[src/rtl/dram_dq_pad_seq_pkg.sv]
// Shared types and widths for the DQ pad-slice sequencer.
// State encoding, burst data-cycle counts and counter/pointer widths.
package dram_dq_seq_pkg;

  typedef enum logic [2:0] {
    IDLE,
    WLAT,
    WDATA,
    WPOST,
    RLAT,
    RDATA,
    TURN
  } seq_state_t;

  localparam int BL4_CYC = 2;
  localparam int BL8_CYC = 4;
  localparam int PTR_W   = 2;
  localparam int LAT_W   = 4;

  // Counter reload for the last data cycle of a burst (counts down to 0).
  function automatic logic [LAT_W-1:0] burst_last(input logic bl4);
    return bl4 ? LAT_W'(BL4_CYC - 1) : LAT_W'(BL8_CYC - 1);
  endfunction

endpackage

[src/rtl/dram_dq_pad_seq_if.sv]
// Command handshake plus pad-slice / core-side strobes of one byte lane.
// master = controller/core side, slave = sequencer.
interface dram_dq_pad_seq_if;
  import dram_dq_seq_pkg::*;

  logic             cmd_valid;
  logic             cmd_ready;
  logic             cmd_wr;
  logic             burst_length_four;
  logic             dram_io_drive_enable;
  logic             dram_io_pad_enable;
  logic             dqs_read;
  logic [PTR_W-1:0] pad_pos_cnt;
  logic [PTR_W-1:0] pad_neg_cnt;
  logic             wr_data_req;
  logic             rd_data_valid;
  logic [PTR_W-1:0] rd_data_ptr;
  logic             busy;

  modport master (
    output cmd_valid, cmd_wr, burst_length_four,
    input  cmd_ready, dram_io_drive_enable, dram_io_pad_enable, dqs_read,
           pad_pos_cnt, pad_neg_cnt, wr_data_req, rd_data_valid, rd_data_ptr, busy
  );

  modport slave (
    input  cmd_valid, cmd_wr, burst_length_four,
    output cmd_ready, dram_io_drive_enable, dram_io_pad_enable, dqs_read,
           pad_pos_cnt, pad_neg_cnt, wr_data_req, rd_data_valid, rd_data_ptr, busy
  );

endinterface

[src/rtl/dram_dq_rd_cap_dly.sv]
// Fixed-depth shift delay for the read-capture {valid, ptr} stream; DEPTH cycles latency.
// No backpressure: shifts every cycle, cleared by async reset.
module dram_dq_rd_cap_dly #(
  parameter int DEPTH = 2,
  parameter int WIDTH = 3
) (
  input  logic             clk,
  input  logic             arst,
  input  logic [WIDTH-1:0] din,
  output logic [WIDTH-1:0] dout
);

  logic [WIDTH-1:0] stage [DEPTH];

  always_ff @(posedge clk or posedge arst) begin
    if (arst) begin
      for (int i = 0; i < DEPTH; i++) stage[i] <= '0;
    end else begin
      stage[0] <= din;
      for (int i = 1; i < DEPTH; i++) stage[i] <= stage[i-1];
    end
  end

  assign dout = stage[DEPTH-1];

endmodule

[src/rtl/dram_dq_pad_seq.sv]
// Byte-lane DQ pad sequencer: burst FSM driving pad enables, capture pointers and data strobes.
// Outputs registered one cycle after the state decision; accepts a command only in IDLE.
module dram_dq_pad_seq #(
  parameter int WR_LAT     = 2,
  parameter int RD_LAT     = 4,
  parameter int RD_CAP_DLY = 2,
  parameter int TURN_CYC   = 2
) (
  input  logic                    clk,
  input  logic                    arst,
  dram_dq_pad_seq_if.slave        bus
);
  import dram_dq_seq_pkg::*;

  seq_state_t       state;
  logic [LAT_W-1:0] cnt;
  logic             bl4_q;
  logic             drv_q;
  logic             pad_q;
  logic             dqs_q;
  logic             req_q;
  logic [PTR_W-1:0] pos_q;
  logic [PTR_W-1:0] neg_q;
  logic [PTR_W:0]   cap_out;

  // Each branch sets the outputs for the cycle the FSM is about to enter.
  always_ff @(posedge clk or posedge arst) begin
    if (arst) begin
      state <= IDLE;
      cnt   <= '0;
      bl4_q <= 1'b0;
      drv_q <= 1'b0;
      pad_q <= 1'b0;
      dqs_q <= 1'b0;
      req_q <= 1'b0;
      pos_q <= '0;
      neg_q <= '0;
    end else begin
      neg_q <= pos_q;
      if (state == RDATA) pos_q <= pos_q + PTR_W'(1);

      case (state)
        IDLE: begin
          if (bus.cmd_valid) begin
            bl4_q <= bus.burst_length_four;
            if (bus.cmd_wr) begin
              state <= WLAT;
              cnt   <= LAT_W'(WR_LAT - 1);
              drv_q <= (WR_LAT == 1);
            end else begin
              state <= RLAT;
              cnt   <= LAT_W'(RD_LAT - 1);
              pad_q <= 1'b1;
            end
          end
        end
        WLAT: begin
          if (cnt == '0) begin
            state <= WDATA;
            cnt   <= burst_last(bl4_q);
            drv_q <= 1'b1;
            req_q <= 1'b1;
          end else begin
            cnt   <= cnt - LAT_W'(1);
            drv_q <= (cnt == LAT_W'(1));
          end
        end
        WDATA: begin
          if (cnt == '0) begin
            state <= WPOST;
            req_q <= 1'b0;
          end else begin
            cnt <= cnt - LAT_W'(1);
          end
        end
        WPOST: begin
          state <= IDLE;
          drv_q <= 1'b0;
        end
        RLAT: begin
          if (cnt == '0) begin
            state <= RDATA;
            cnt   <= burst_last(bl4_q);
            dqs_q <= 1'b1;
          end else begin
            cnt <= cnt - LAT_W'(1);
          end
        end
        RDATA: begin
          if (cnt == '0) begin
            dqs_q <= 1'b0;
            pad_q <= 1'b0;
            if (TURN_CYC > 0) begin
              state <= TURN;
              cnt   <= LAT_W'(TURN_CYC - 1);
            end else begin
              state <= IDLE;
            end
          end else begin
            cnt <= cnt - LAT_W'(1);
          end
        end
        TURN: begin
          if (cnt == '0) state <= IDLE;
          else           cnt   <= cnt - LAT_W'(1);
        end
        default: state <= IDLE;
      endcase
    end
  end

  dram_dq_rd_cap_dly #(
    .DEPTH (RD_CAP_DLY),
    .WIDTH (PTR_W + 1)
  ) u_cap_dly (
    .clk  (clk),
    .arst (arst),
    .din  ({dqs_q, pos_q}),
    .dout (cap_out)
  );

  assign bus.cmd_ready            = (state == IDLE);
  assign bus.busy                 = (state != IDLE);
  assign bus.dram_io_drive_enable = drv_q;
  assign bus.dram_io_pad_enable   = pad_q;
  assign bus.dqs_read             = dqs_q;
  assign bus.wr_data_req          = req_q;
  assign bus.pad_pos_cnt          = pos_q;
  assign bus.pad_neg_cnt          = neg_q;
  assign bus.rd_data_valid        = cap_out[PTR_W];
  assign bus.rd_data_ptr          = cap_out[PTR_W-1:0];

endmodule

[src/flat_wrapper.sv]
// flat-port wrapper written by rule: the top's interface ports become plain ports
module dram_dq_pad_seq_flat import dram_dq_seq_pkg::*;
#(
  parameter int WR_LAT     = 2,
  parameter int RD_LAT     = 4,
  parameter int RD_CAP_DLY = 2,
  parameter int TURN_CYC   = 2
)
  (clk, arst, bus_cmd_valid, bus_cmd_wr, bus_burst_length_four, bus_cmd_ready, bus_dram_io_drive_enable, bus_dram_io_pad_enable, bus_dqs_read, bus_pad_pos_cnt, bus_pad_neg_cnt, bus_wr_data_req, bus_rd_data_valid, bus_rd_data_ptr, bus_busy);
  dram_dq_pad_seq_if bus_i ();
  input  logic clk;
  input  logic arst;
  input wire logic [$bits(bus_i.cmd_valid)-1:0] bus_cmd_valid;
  input wire logic [$bits(bus_i.cmd_wr)-1:0] bus_cmd_wr;
  input wire logic [$bits(bus_i.burst_length_four)-1:0] bus_burst_length_four;
  output wire logic [$bits(bus_i.cmd_ready)-1:0] bus_cmd_ready;
  output wire logic [$bits(bus_i.dram_io_drive_enable)-1:0] bus_dram_io_drive_enable;
  output wire logic [$bits(bus_i.dram_io_pad_enable)-1:0] bus_dram_io_pad_enable;
  output wire logic [$bits(bus_i.dqs_read)-1:0] bus_dqs_read;
  output wire logic [$bits(bus_i.pad_pos_cnt)-1:0] bus_pad_pos_cnt;
  output wire logic [$bits(bus_i.pad_neg_cnt)-1:0] bus_pad_neg_cnt;
  output wire logic [$bits(bus_i.wr_data_req)-1:0] bus_wr_data_req;
  output wire logic [$bits(bus_i.rd_data_valid)-1:0] bus_rd_data_valid;
  output wire logic [$bits(bus_i.rd_data_ptr)-1:0] bus_rd_data_ptr;
  output wire logic [$bits(bus_i.busy)-1:0] bus_busy;
  assign bus_i.cmd_valid = bus_cmd_valid;
  assign bus_i.cmd_wr = bus_cmd_wr;
  assign bus_i.burst_length_four = bus_burst_length_four;
  assign bus_cmd_ready = bus_i.cmd_ready;
  assign bus_dram_io_drive_enable = bus_i.dram_io_drive_enable;
  assign bus_dram_io_pad_enable = bus_i.dram_io_pad_enable;
  assign bus_dqs_read = bus_i.dqs_read;
  assign bus_pad_pos_cnt = bus_i.pad_pos_cnt;
  assign bus_pad_neg_cnt = bus_i.pad_neg_cnt;
  assign bus_wr_data_req = bus_i.wr_data_req;
  assign bus_rd_data_valid = bus_i.rd_data_valid;
  assign bus_rd_data_ptr = bus_i.rd_data_ptr;
  assign bus_busy = bus_i.busy;
  dram_dq_pad_seq #(.WR_LAT(WR_LAT), .RD_LAT(RD_LAT), .RD_CAP_DLY(RD_CAP_DLY), .TURN_CYC(TURN_CYC)) u_core (.clk(clk), .arst(arst), .bus(bus_i));
endmodule
[config.mk]
export PLATFORM = sky130hd
export DESIGN_NAME = dram_dq_pad_seq_flat
export DESIGN_NICKNAME = d
export VERILOG_FILES = /design/src/rtl/dram_dq_pad_seq_pkg.sv /design/src/rtl/dram_dq_pad_seq_if.sv /design/src/rtl/dram_dq_rd_cap_dly.sv /design/src/rtl/dram_dq_pad_seq.sv /design/src/flat_wrapper.sv
export SDC_FILE = /design/constraint.sdc
export NUM_CORES = 1
export LEC_CHECK = 0
export BUFFER_PORTS_ARGS = -buffer_cell sky130_fd_sc_hd__buf_2
export CAP_MARGIN = 10
export CORE_AREA = 2 2 87 47
export CTS_CLUSTER_DIAMETER = 60
export DETAILED_ROUTE_END_ITERATION = 10
export DIE_AREA = 0 0 89 49
export GPL_ROUTABILITY_DRIVEN = 0
export MAX_ROUTING_LAYER = met4
export PLACE_DENSITY_LB_ADDON = 0.12
export SETUP_SLACK_MARGIN = 0.05
export SLEW_MARGIN = 30
export SYNTH_ARGS = -nofsm -noshare
export SYNTH_HDL_FRONTEND = slang
export SYNTH_HIERARCHICAL = 1
export SYNTH_SLANG_ARGS = --single-unit
[constraint.sdc]
create_clock -name clk -period 2.52 [get_ports clk]
set_clock_uncertainty 0.2 [all_clocks]
set_input_delay 0.252 -clock clk [delete_from_list [all_inputs] [get_ports clk]]
set_output_delay 0.252 -clock clk [all_outputs]
set_load 0.03 [all_outputs]
==> metrics <==
critical path endpoint category register; x dimension of the die 89 um; met1 global-route usage 0.187; global-route congestion overflow total 0; FF+latch count, synth 22; final count of pins violating max slew 0; slew at the pin closest to its max-slew limit 0.652 ns; Flop pwr share 0.385; share of the clock period used by the worst path 0.819; largest driver fanout on the critical path 10; input/output buffers 17; crit path time final 2.06 ns; die outline area 4360 um^2; met3 global-route usage 0.0423; number of warnings reported in the yosys synthesis log 6; most common library cell in the layout ignoring fill and taps sky130_fd_sc_hd__dfrtp_1; worst setup path class reg -> reg; Avg Inst Size Synth 11.0 um^2; type of element launching the critical path register; TritonCTS clock tree built; Max Freq 485 MHz; MaxCap Viol Count 0; endpoint of the worst hold path u_core/u_cap_dly/dout[0]; number of buffers on the longest clock path 2; area of the core 3680 um^2; initial detailed-routing violation count 84; vias after detailed routing 771; clock latency at the later pin of the worst-skew pair 0.26 ns; combined flip-flop and latch cell area 551 um^2; commonest non-fill, non-tap cells in the layout 22 x sky130_fd_sc_hd__dfrtp_1, 17 x sky130_fd_sc_hd__buf_2, 8 x sky130_fd_sc_hd__o21ai_0; Clock power frac 0.182; combinational cell fraction of total power 0.432; DRC errors left 0; worst reg2reg path startpoint u_core/cnt[0]; net count after synthesis 102; Syn-to-layout area delta 18.9%; unrepaired setup endpoints after global routing false; ratio of total power to cell area 1480 nW/um^2; cell taking the most area after synthesis sky130_fd_sc_hd__dfrtp_1; fraction of final layout cells sized beyond drive strength 1 0.261; H-tree depth reported by CTS 1; Worst slew margin 0.565; DR pass1 iterations 4; average wire per cell in the routed design 13.6 um; number of inserted filler cells in the final layout 393; Multi-input gate area 425 um^2; worst-case reg-to-reg path depth 6; CTS-repair resized insts 0; Final setup viols 0; DIE HEIGHT 49 um; Final ANT Viol Nets 0; worst path arrival time 2.04 ns; Cell Area, Placed 1150 um^2; Sinks on Clock Net 22; clock-pin slew on the worst setup and hold paths 0.09 ns; synthesized instance count 95; switching share of total power 0.427; Placed Cells 159; top cells by area in the synthesized netlist sky130_fd_sc_hd__dfrtp_1 53%, sky130_fd_sc_hd__o21ai_0 3.8%, sky130_fd_sc_hd__nand2_1 2.5%, sky130_fd_sc_hd__ha_1 2.4%, sky130_fd_sc_hd__buf_4 2.1%; final wirelength 2240 um; mapped cell area 1050 um^2; net switching power figure 786 uW; CTS root buffer sky130_fd_sc_hd__clkbuf_8; startpoint of the worst hold path u_core/u_cap_dly/stage[3]; Unique masters post-synth 39; total routing usage reported by global routing 0.118; global-route wire length before repair 3770 um; post-CTS setup buffer count 0; TritonCTS Buffers 3; Synth top area share 0.525; sequential-to-total area share from yosys stat 0.525; vias in the first global route 732; critical register-to-register path endpoint u_core/state[0]; class of the worst hold path reg -> reg; Final Non-Filler Cells 165; Via density 4.67; internal power 1050 uW; DPL Wire Length 1560 um; largest net degree at the start of global routing 21; final net count 119; number of core rows 16; Worst Hold Margin 0.154 ns; required time reported for the critical path endpoint 2.50 ns; diode insertion count for antenna repair 0; fin area 1250 um^2; setup_tns 0 ns; routing layer with the top usage in global route met1; M2 GR Usage 0.131; outcome complete, no violations; Initial Util 0.285; antenna violations before repair 0; Leakage Power 0.000545 uW; number of cells on the worst hold path 0; final count of hold timing violations 0; peak supply drop 0.371 mV; minimum setup slack among reg-to-reg paths 0.46 ns; total power draw 1840 uW; Post-CTS Hold Fix Bufs 1; total I/O pin count 18
## worst max path at each step
stage                                from         endpoint  slack, ns  cells after the start
after floorplan           u_core/state[1]    u_core/cnt[1]       0.68                      6
after global placement      u_core/cnt[0]  u_core/state[0]       0.56                      6
after detailed placement    u_core/cnt[0]  u_core/state[0]       0.49                      6
after CTS                   u_core/cnt[0]  u_core/state[0]       0.45                      6
after global routing        u_core/cnt[0]    u_core/cnt[0]       0.29                      6
final                       u_core/cnt[0]  u_core/state[0]       0.46                      6
## state kept, by name (all words and copies together) (netlist names)
name and cells:
u_core/bus.wr_data_req 1, u_core/state 3, u_core/bus.pad_pos_cnt 2, u_core/bus.dram_io_drive_enable 1, u_core/u_cap_dly/stage 3, u_core/bus.pad_neg_cnt 2
u_core/bus.dqs_read 1, u_core/cnt 4, u_core/u_cap_dly/dout 3, u_core/bl4_q 1, u_core/bus.dram_io_pad_enable 1
## through the flow
| stage | worst slack, ns | utilization |
|---|---|---|
| after CTS | 0.451 | 0.336 |
| after global routing | 0.294 | 0.338 |
| after floorplan | 0.678 | - |
| after detailed placement | 0.485 | 0.314 |
| after global placement | 0.565 | 0.314 |
| final | 0.457 | 0.338 |
## per-layer routing
layer | routed length [um] | up-vias
li1 | - | 371
met1 | 1200 | 376
met2 | 906 | 22
met3 | 114 | 2
met4 | 15 | 0
met5 | 0 | -
## layout make-up
cell class | count | area share
clock buffer | 3 | 0.0331
clock inverter | 1 | 0.0241
inverter | 7 | 0.0211
multi-input combinational | 59 | 0.341
sequential | 22 | 0.442
tap | 54 | 0.0542
timing repair buffer | 19 | 0.0843
## critical path, stage by stage, from the launching register on
cell	delay, ns
sky130_fd_sc_hd__dfrtp_1	0.43
sky130_fd_sc_hd__inv_1	0.13
sky130_fd_sc_hd__ha_1	0.25
sky130_fd_sc_hd__nor3b_4	0.46
sky130_fd_sc_hd__nand2b_2	0.08
sky130_fd_sc_hd__a221o_1	0.35
sky130_fd_sc_hd__o31ai_1	0.06
## cell families after synthesis
family                     after synthesis  synth area share
and+or+nand+nor                         28             0.177
DFF                                     22             0.525
adders and majority gates                2            0.0239
buffers and inverters                   14            0.0692
AOI/OAI and AO/OA                       25             0.168
xor gates and xnor gates                 2            0.0167
muxes                                    2            0.0203
## power groups by stage
stage | registers [uW] | logic (uW) | clock network (uW)
after detailed placement | 718 | 793 | 0
after CTS | 708 | 799 | 344
after floorplan | 728 | 621 | 0
after global routing | 744 | 880 | 367
after global placement | 713 | 793 | 0
final | 709 | 795 | 335
## cells in the mapped netlist
| master | count |
|---|---|
| sky130_fd_sc_hd__a21oi_1 | 4 |
| sky130_fd_sc_hd__a221o_1 | 1 |
| sky130_fd_sc_hd__a22o_1 | 1 |
| sky130_fd_sc_hd__a31o_2 | 1 |
| sky130_fd_sc_hd__a32o_1 | 1 |
| sky130_fd_sc_hd__and3b_1 | 1 |
| sky130_fd_sc_hd__buf_2 | 1 |
| sky130_fd_sc_hd__buf_4 | 3 |
| sky130_fd_sc_hd__buf_6 | 1 |
| sky130_fd_sc_hd__clkbuf_1 | 2 |
| sky130_fd_sc_hd__dfrtp_1 | 22 |
| sky130_fd_sc_hd__ha_1 | 2 |
| sky130_fd_sc_hd__inv_1 | 6 |
| sky130_fd_sc_hd__inv_2 | 1 |
| sky130_fd_sc_hd__mux2_2 | 1 |
| sky130_fd_sc_hd__mux2i_1 | 1 |
| sky130_fd_sc_hd__nand2_1 | 7 |
| sky130_fd_sc_hd__nand2b_1 | 1 |
| sky130_fd_sc_hd__nand2b_2 | 1 |
| sky130_fd_sc_hd__nand3_1 | 1 |
| sky130_fd_sc_hd__nand3b_1 | 2 |
| sky130_fd_sc_hd__nand4b_1 | 1 |
| sky130_fd_sc_hd__nand4bb_1 | 1 |
| sky130_fd_sc_hd__nor2_1 | 4 |
| sky130_fd_sc_hd__nor3_1 | 3 |
| sky130_fd_sc_hd__nor3_4 | 1 |
| sky130_fd_sc_hd__nor3b_1 | 2 |
| sky130_fd_sc_hd__nor3b_4 | 1 |
| sky130_fd_sc_hd__nor4_1 | 1 |
| sky130_fd_sc_hd__nor4b_1 | 1 |
| sky130_fd_sc_hd__o211ai_1 | 1 |
| sky130_fd_sc_hd__o211ai_2 | 1 |
| sky130_fd_sc_hd__o21ai_0 | 8 |
| sky130_fd_sc_hd__o21bai_1 | 1 |
| sky130_fd_sc_hd__o221a_2 | 1 |
| sky130_fd_sc_hd__o221ai_1 | 1 |
| sky130_fd_sc_hd__o31ai_1 | 3 |
| sky130_fd_sc_hd__o41ai_1 | 1 |
| sky130_fd_sc_hd__xnor2_1 | 2 |
(Power assumes the default switching activity.)
